File: src/rtl/acc_diff_decoder.sv
// Running-sum difference decoder feeding a 2-entry output FIFO.
// Optional per-word wrap flag on OutWrap when ACC_DIFF_WRAP_EN is defined.
module acc_diff_decoder #(
    parameter int WIDTH = 4
) (
    input  logic             Clock,
    input  logic             Reset,
    input  logic [WIDTH-1:0] InSum,
    input  logic             InValid,
    output logic             InReady,
    input  logic             Sync,
    output logic [WIDTH-1:0] OutData,
    output logic             OutValid,
    input  logic             OutReady,
`ifdef ACC_DIFF_WRAP_EN
    output logic             OutWrap,
`endif
    output logic [1:0]       Level
);

`ifdef ACC_DIFF_WRAP_EN
    localparam int EW = WIDTH + 1;
`else
    localparam int EW = WIDTH;
`endif

    typedef enum logic [1:0] {
        EMPTY = 2'd0,
        ONE   = 2'd1,
        FULL  = 2'd2
    } state_t;

    state_t           state;
    state_t           state_nxt;
    logic [WIDTH-1:0] prev;
    logic [WIDTH-1:0] base;
    logic [WIDTH-1:0] word;
    logic [EW-1:0]    entry;
    logic [EW-1:0]    mem0;
    logic [EW-1:0]    mem1;
    logic             push;
    logic             pop;

    assign push = InValid & InReady;
    assign pop  = OutValid & OutReady;
    assign base = Sync ? '0 : prev;
    assign word = InSum - base;

`ifdef ACC_DIFF_WRAP_EN
    assign entry   = {(!Sync && (InSum < prev)), word};
    assign OutWrap = mem0[WIDTH];
`else
    assign entry = word;
`endif
    assign OutData = mem0[WIDTH-1:0];

    always_ff @(posedge Clock or negedge Reset) begin
        if (!Reset) begin
            state <= EMPTY;
        end else begin
            state <= state_nxt;
        end
    end

    always_comb begin
        state_nxt = state;
        unique case (state)
            EMPTY: if (push) state_nxt = ONE;
            ONE: begin
                if (push && !pop) state_nxt = FULL;
                else if (!push && pop) state_nxt = EMPTY;
            end
            FULL: if (pop) state_nxt = ONE;
            default: state_nxt = EMPTY;
        endcase
    end

    // Handshake flags depend on registered state only.
    always_comb begin
        InReady  = (state != FULL);
        OutValid = (state != EMPTY);
        Level    = state;
    end

    always_ff @(posedge Clock or negedge Reset) begin
        if (!Reset) begin
            prev <= '0;
            mem0 <= '0;
            mem1 <= '0;
        end else begin
            if (push) begin
                prev <= InSum;
            end else if (Sync) begin
                prev <= '0;
            end
            // Head is mem0; a push lands in mem0 when it is free or leaving.
            if (push) begin
                if (state == EMPTY || pop) begin
                    mem0 <= entry;
                end else begin
                    mem1 <= entry;
                end
            end else if (pop && state == FULL) begin
                mem0 <= mem1;
            end
        end
    end

endmodule

File: config.mk
export PLATFORM = sky130hd
export DESIGN_NAME = acc_diff_decoder
export DESIGN_NICKNAME = d
export VERILOG_FILES = /design/src/rtl/acc_diff_decoder.sv
export SDC_FILE = /design/constraint.sdc
export NUM_CORES = 1
export LEC_CHECK = 0
export ABC_AREA = 1
export CELL_PAD_IN_SITES_DETAIL_PLACEMENT = 0
export CELL_PAD_IN_SITES_GLOBAL_PLACEMENT = 1
export CORE_ASPECT_RATIO = 1.1
export CORE_MARGIN = 2
export CORE_UTILIZATION = 34
export CTS_BUF_LIST = sky130_fd_sc_hd__clkbuf_4
export CTS_CLUSTER_DIAMETER = 50
export DETAILED_ROUTE_END_ITERATION = 6
export HOLD_SLACK_MARGIN = 0.06
export PLACE_DENSITY_LB_ADDON = 0.1
export SLEW_MARGIN = 20
export SYNTH_ARGS = -nofsm -noshare
export SYNTH_HDL_FRONTEND = slang
export SYNTH_SLANG_ARGS = --single-unit
export TNS_END_PERCENT = 30
File: constraint.sdc
create_clock -name Clock -period 1.4 [get_ports Clock]
set_input_delay 0.21 -clock Clock [delete_from_list [all_inputs] [get_ports Clock]]
set_output_delay 0.21 -clock Clock [all_outputs]
set_load 0.01 [all_outputs]
==> impl_metrics.json, run 1 <==
{
  "syn_inst": 101,
  "crit_type": "input pin to register",
  "p_leak_nw": 0.600,
  "die_w_um": 50.3,
  "avgRoutedWirePerCell_um": 10.7,
  "dr_total_vias": 710,
  "status": "complete, but fails checks",
  "drt_drc_violations_left": 0,
  "power_density_nw_per_um2": 1460,
  "pin_count": 17,
  "ir_drop_uv": 803,
  "root_buffer": "clkbuf_4",
  "hpwlAfterDp_mm": 1.28,
  "clk_latency_ns": 0.29,
  "cts_max_path_buffers": 2,
  "grt_setup_unrepaired": "true",
  "synthTopCellsByArea": "dfrtp_1 (44%), nand2_1 (15%), inv_1 (6.1%)",
  "final_area_um2": 1130,
  "synth.top_cell.area_share_pct": 43.8,
  "dp.cells": 155,
  "slew_violations": 0,
  "worstSetupStartpointType": "input pin",
  "layout-drive-gt1-share_pct": 24.4,
  "grt_antenna_before_repair": 0,
  "min_path_type": "input pin to async pin",
  "finish.utilization_pct": 50.6,
  "grt_pass1_wl_mm": 3.02,
  "ant_nets": 0,
  "tightest_slew_ns": 0.248,
  "cp_data_required_time_ns": 1.58,
  "worstPathMaxFanout": 2,
  "gp_congestion": 0.774,
  "fmax_mhz": 667,
  "nNetsFinal": 145,
  "worstSetupEndpointType": "register",
  "wirelength_mm": 1.73,
  "totalPowerFinal_w": 0.00164,
  "place.port_buffers": 16,
  "die_h_um": 54.9,
  "setup_viol": 3,
  "synth.distinct_cells": 21,
  "arrival_ns": 1.68,
  "violations": "setup timing",
  "clk_pin_slew_ns": 0.09,
  "coreArea_um2": 2230,
  "grt_pass1_vias": 728,
  "period_needed_ns": 1.50,
  "syn-cell-area_um2": 801,
  "rows": 18,
  "cts_tree": "built",
  "gr-total-overflow": 0,
  "ys_seq_area_share_pct": 43.8,
  "cap_violations": 0,
  "finalHoldViolations": 0,
  "timing.final.crit_share_pct": 107,
  "syn_avg_cell_area_um2": 7.93,
  "cts.sinks": 14,
  "skew_ns": 0.00280,
  "placed_area_um2": 1060,
  "initial_core_util_pct": 35.9,
  "first_pass_iters": 4,
  "viasPerCell": 4.41,
  "design.die.area_um2": 2760,
  "yosysTopAreaCell": "dfrtp_1",
  "grt_start_max_net_pins": 15,
  "ys_ff_latch": 14,
  "fin_ws_ns": -0.100,
  "antenna_cells": 0,
  "grt_use_total_pct": 15.0,
  "drt_iter0_markers": 8,
  "final_cells": 161,
  "slew_headroom_pct": 83.4,
  "numCtsBuffers": 3,
  "hold_ws_ns": 0.231,
  "syn_nets": 114,
  "yosys_warnings": 0,
  "syn_to_final_growth_pct": 40.9,
  "htree_levels": 1
}
-- what timing repair did --
item                       in CTS  in global routing
setup buffers                   2                  0
resized for setup              11                  9
pin swaps                       1                  3
setup endpoints to repair      12                 11
hold buffers                    0                  0
-- per-layer routing --
metal,up-vias,share of wire [%],GRT usage (%)
li1,370,-,-
met1,321,46,18.2
met2,15,48,25.4
met3,4,4.5,2.96
met4,0,2.0,8.33
met5,-,0,0
-- final timing paths --
check | start | slack, ns | endpoint | cells past startpoint
hold reg to reg | OutData[0] | 0.48 | OutData[0] | 2
min in group Clock | OutData[0] | 0.48 | OutData[0] | 2
setup reg to reg | prev[0] | -0.09 | OutData[1] | 7
setup / recovery | Sync | -0.10 | OutData[1] | 7
hold / removal | Reset | 0.23 | prev[2] | 2
max in group asynchronous | Reset | 1.00 | Level[0] | 2
-- critical path, stage by stage --
cell and delay (ns):
clkdlybuf4s50_1 0.48, nor2_1 0.07, ha_2 0.18, fa_2 0.56, a21oi_2 0.05, o21ai_1 0.07, nand2_1 0.06
-- cells by family (layout without fill, tap and decap cells) --
| group | count (synthesis) | in the layout | share of synthesized area [%] |
|---|---|---|---|
| AO/OA/AOI/OAI | 15 | 15 | 9.84 |
| XOR/XNOR | 2 | 2 | 2.19 |
| adder cells (fa/ha/maj) | 4 | 4 | 7.19 |
| buffers and inverters | 18 | 48 | 8.75 |
| flip-flops | 14 | 14 | 43.8 |
| AND/OR/NAND/NOR | 48 | 48 | 28.3 |
-- synth_stat cells, drive strengths merged --
| cell type | n |
|---|---|
| a21oi | 4 |
| and3 | 1 |
| dfrtp | 14 |
| fa | 1 |
| ha | 3 |
| inv | 18 |
| nand2 | 36 |
| nand3 | 2 |
| nand3b | 1 |
| nor2 | 7 |
| o21ai | 11 |
| or2 | 1 |
| xnor2 | 2 |
-- state kept, by name, indices dropped and copies added, names as in the netlist --
| signal | count |
|---|---|
| prev | 4 |
| mem1 | 4 |
| OutData | 4 |
| Level | 2 |
-- cells in the final DEF, fill, tap and decap left out, types with 2 or more instances in the layout --
master,count
nand2_2,2
inv_1,13
nand3_1,2
o21ai_0,3
dlygate4sd2_1,5
a21oi_1,3
dfrtp_1,14
nand2_1,31
clkbuf_4,3
inv_2,4
o21ai_1,8
buf_4,9
nand2_4,2
clkbuf_2,2
nor2_1,5
clkdlybuf4s50_1,8
-- power by group --
part	switching [W]	internal, W	leakage [nW]
sequential	0.0000864	0.000552	0.174
combinational	0.000394	0.000362	0.410
clock	0.000143	0.000104	0.0154
-- stage by stage --
stage / TNS [ns] / worst slack [ns]
4_1_cts: -0.233 / -0.0947
6_report: -0.154 / -0.100
3_3_place_gp: -2.04 / -0.367
3_5_place_dp: -2.22 / -0.411
2_1_floorplan: -0.00627 / -0.00627
5_1_grt: -0.546 / -0.139
-- cell type report --
type,count,area [um^2]
Sequential cell,14,350
Inverter,18,72.6
Clock buffer,3,22.5
Multi-Input combinational cell,69,417
Fill cell,220,1100
Clock inverter,1,3.75
Timing Repair Buffer,26,225
Tap cell,30,37.5
No activity file was read; power rests on OpenSTA's default activity.
==> run 2: changes to the inputs <==
==> constraint.sdc (replaced) <==
create_clock -name Clock -period 1.4 [get_ports Clock]
set_input_delay 0.35 -clock Clock [delete_from_list [all_inputs] [get_ports Clock]]
set_output_delay 0.35 -clock Clock [all_outputs]
set_load 0.01 [all_outputs]
==> run 2 against run 1 <==
  * The run still ends with setup timing left
  * First-iteration DRC count grew 100%
  * Register-to-register slack gained 0.02 ns
  * Routed wire length shrank 1.5%
  * Sequential cell count is the same
  * Sequential power shrank 0.8%
  * Sequential share of layout area shrank 0.84 points
  * Global-route usage grew 0.36 points
  * Critical path depth is the same
  * Maximum frequency grew 1.8%
  * Utilization grew 1.4 points
  * Critical endpoint unchanged
  * Largest cell class unchanged
  * Highest routed layer unchanged
==> impl_metrics.json, run 2 (same netlist as run 1, synthesis figures left out) <==
{
  "root_buffer": "clkbuf_4",
  "pwr-share-seq_pct": 37.0,
  "slew_violations": 0,
  "cts_max_path_buffers": 2,
  "grt_setup_unrepaired": "true",
  "place.port_buffers": 16,
  "nNetsFinal": 150,
  "fmax_mhz": 679,
  "clockPowerShare_pct": 14.4,
  "fin_ws_ns": -0.0737,
  "place_ws_ns": -0.620,
  "violations": "setup timing",
  "grt_pass1_wl_mm": 3.08,
  "hold_buffers": 0,
  "ant_nets": 0,
  "rows": 18,
  "worstPathMaxFanout": 2,
  "grt_antenna_before_repair": 0,
  "drt_drc_violations_left": 0,
  "cp_data_required_time_ns": 1.59,
  "first_pass_iters": 4,
  "p_leak_nw": 0.619,
  "grt_start_max_net_pins": 15,
  "netSwitchingFraction_pct": 37.2,
  "min_path_type": "input pin to async pin",
  "skew_ns": 0.00674,
  "viasPerCell": 4.33,
  "wirelength_mm": 1.70,
  "combPwrFrac_pct": 48.6,
  "timing.final.crit_share_pct": 105,
  "design.die.area_um2": 2760,
  "die_h_um": 54.9,
  "hpwlAfterDp_mm": 1.30,
  "numCtsBuffers": 3,
  "tightest_slew_ns": 0.204,
  "setup_viol": 3,
  "arrival_ns": 1.66,
  "antenna_cells": 0,
  "clk_pin_slew_ns": 0.09,
  "die_w_um": 50.3,
  "gr-total-overflow": 0,
  "r2r_setup_slack_ns": -0.07,
  "pin_count": 17,
  "grt_use_total_pct": 15.3,
  "status": "complete, but fails checks",
  "ir_drop_uv": 910,
  "worstSetupEndpointType": "register",
  "layout_commonest_cell": "nand2_1",
  "gp_congestion": 0.774,
  "worstSetupStartpointType": "register",
  "period_needed_ns": 1.47,
  "coreArea_um2": 2230,
  "power_density_nw_per_um2": 1480,
  "final_cell_mix": "nand2_1 (32), dfrtp_1 (14), buf_4 (13)",
  "cts.sinks": 14,
  "syn_to_final_growth_pct": 44.8,
  "finalHoldViolations": 0,
  "clk_latency_ns": 0.29,
  "drt_iter0_markers": 16,
  "dp.cells": 159,
  "p_int_w": 0.00108,
  "dr_total_vias": 718,
  "grt_pass1_vias": 728,
  "cts_tree": "built",
  "avgRoutedWirePerCell_um": 10.3,
  "cap_violations": 0,
  "final_cells": 166,
  "crit_type": "register to register",
  "layout-drive-gt1-share_pct": 27.2,
  "slew_headroom_pct": 86.4,
  "htree_levels": 1,
  "p_switching_w": 0.000637,
  "initial_core_util_pct": 35.9
}
[run 2: metrics by stage]
stage / total power [W] / instance area (um^2) / hold slack (ns) / utilization, % / TNS, ns
4_1_cts: 0.00174 / 1160 / 0.373 / 51.9 / -0.247
3_5_place_dp: 0.00146 / 1090 / 0.465 / 48.8 / -3.65
6_report: 0.00171 / 1160 / 0.373 / 52.0 / -0.191
2_1_floorplan: 0.00106 / 801 / 0.0544 / - / -0.00627
3_3_place_gp: 0.00145 / 1090 / 0.463 / 48.8 / -3.26
5_1_grt: 0.00187 / 1160 / 0.389 / 52.0 / -0.766
[run 2: final timing paths]
kind | from | endpoint | cells past startpoint
max | prev[0] | OutData[1] | 7
min in group Clock | OutData[3] | OutData[3] | 2
min | Reset | prev[3] | 2
min reg2reg | OutData[3] | OutData[3] | 2
max reg2reg | prev[0] | OutData[1] | 7
max in group asynchronous | Reset | Level[1] | 2
[run 2: repair_timing]
item	CTS	global route
pin swaps	8	4
setup endpoints to repair	14	9
setup buffers	3	0
gates resized for setup	25	1
[run 2: area by class of cell]
class,count,area (um^2)
clock inverter,1,3.75
clock buffer,3,22.5
multi-input combinational,69,410
tap,30,37.5
timing repair buffer,31,265
inverter,18,70.1
fill,227,1070
sequential,14,350
[run 2: per-layer routing]
| layer | part of all wire, % | global-route usage [%] | vias to the layer above |
|---|---|---|---|
| li1 | - | - | 384 |
| met1 | 47 | 18.8 | 313 |
| met2 | 47 | 25.7 | 16 |
| met3 | 4.0 | 2.42 | 5 |
| met4 | 2.5 | 9.72 | 0 |
| met5 | 0 | 0 | - |
[run 2: power groups by stage]
stage | clock network (W) | registers (W) | logic [W]
after floorplan | 0 | 0.000676 | 0.000382
after global placement | 0 | 0.000651 | 0.000800
after detailed placement | 0 | 0.000655 | 0.000805
after CTS | 0.000260 | 0.000634 | 0.000845
after global routing | 0.000280 | 0.000651 | 0.000938
final | 0.000246 | 0.000634 | 0.000833
[run 2: worst max-delay path, cell delays in order (launching register included)]
cell and delay [ns]:
dfrtp_1 0.37, inv_1 0.05, nor2_1 0.04, ha_2 0.20
fa_2 0.56, a21oi_2 0.05, o21ai_1 0.06, nand2_1 0.06
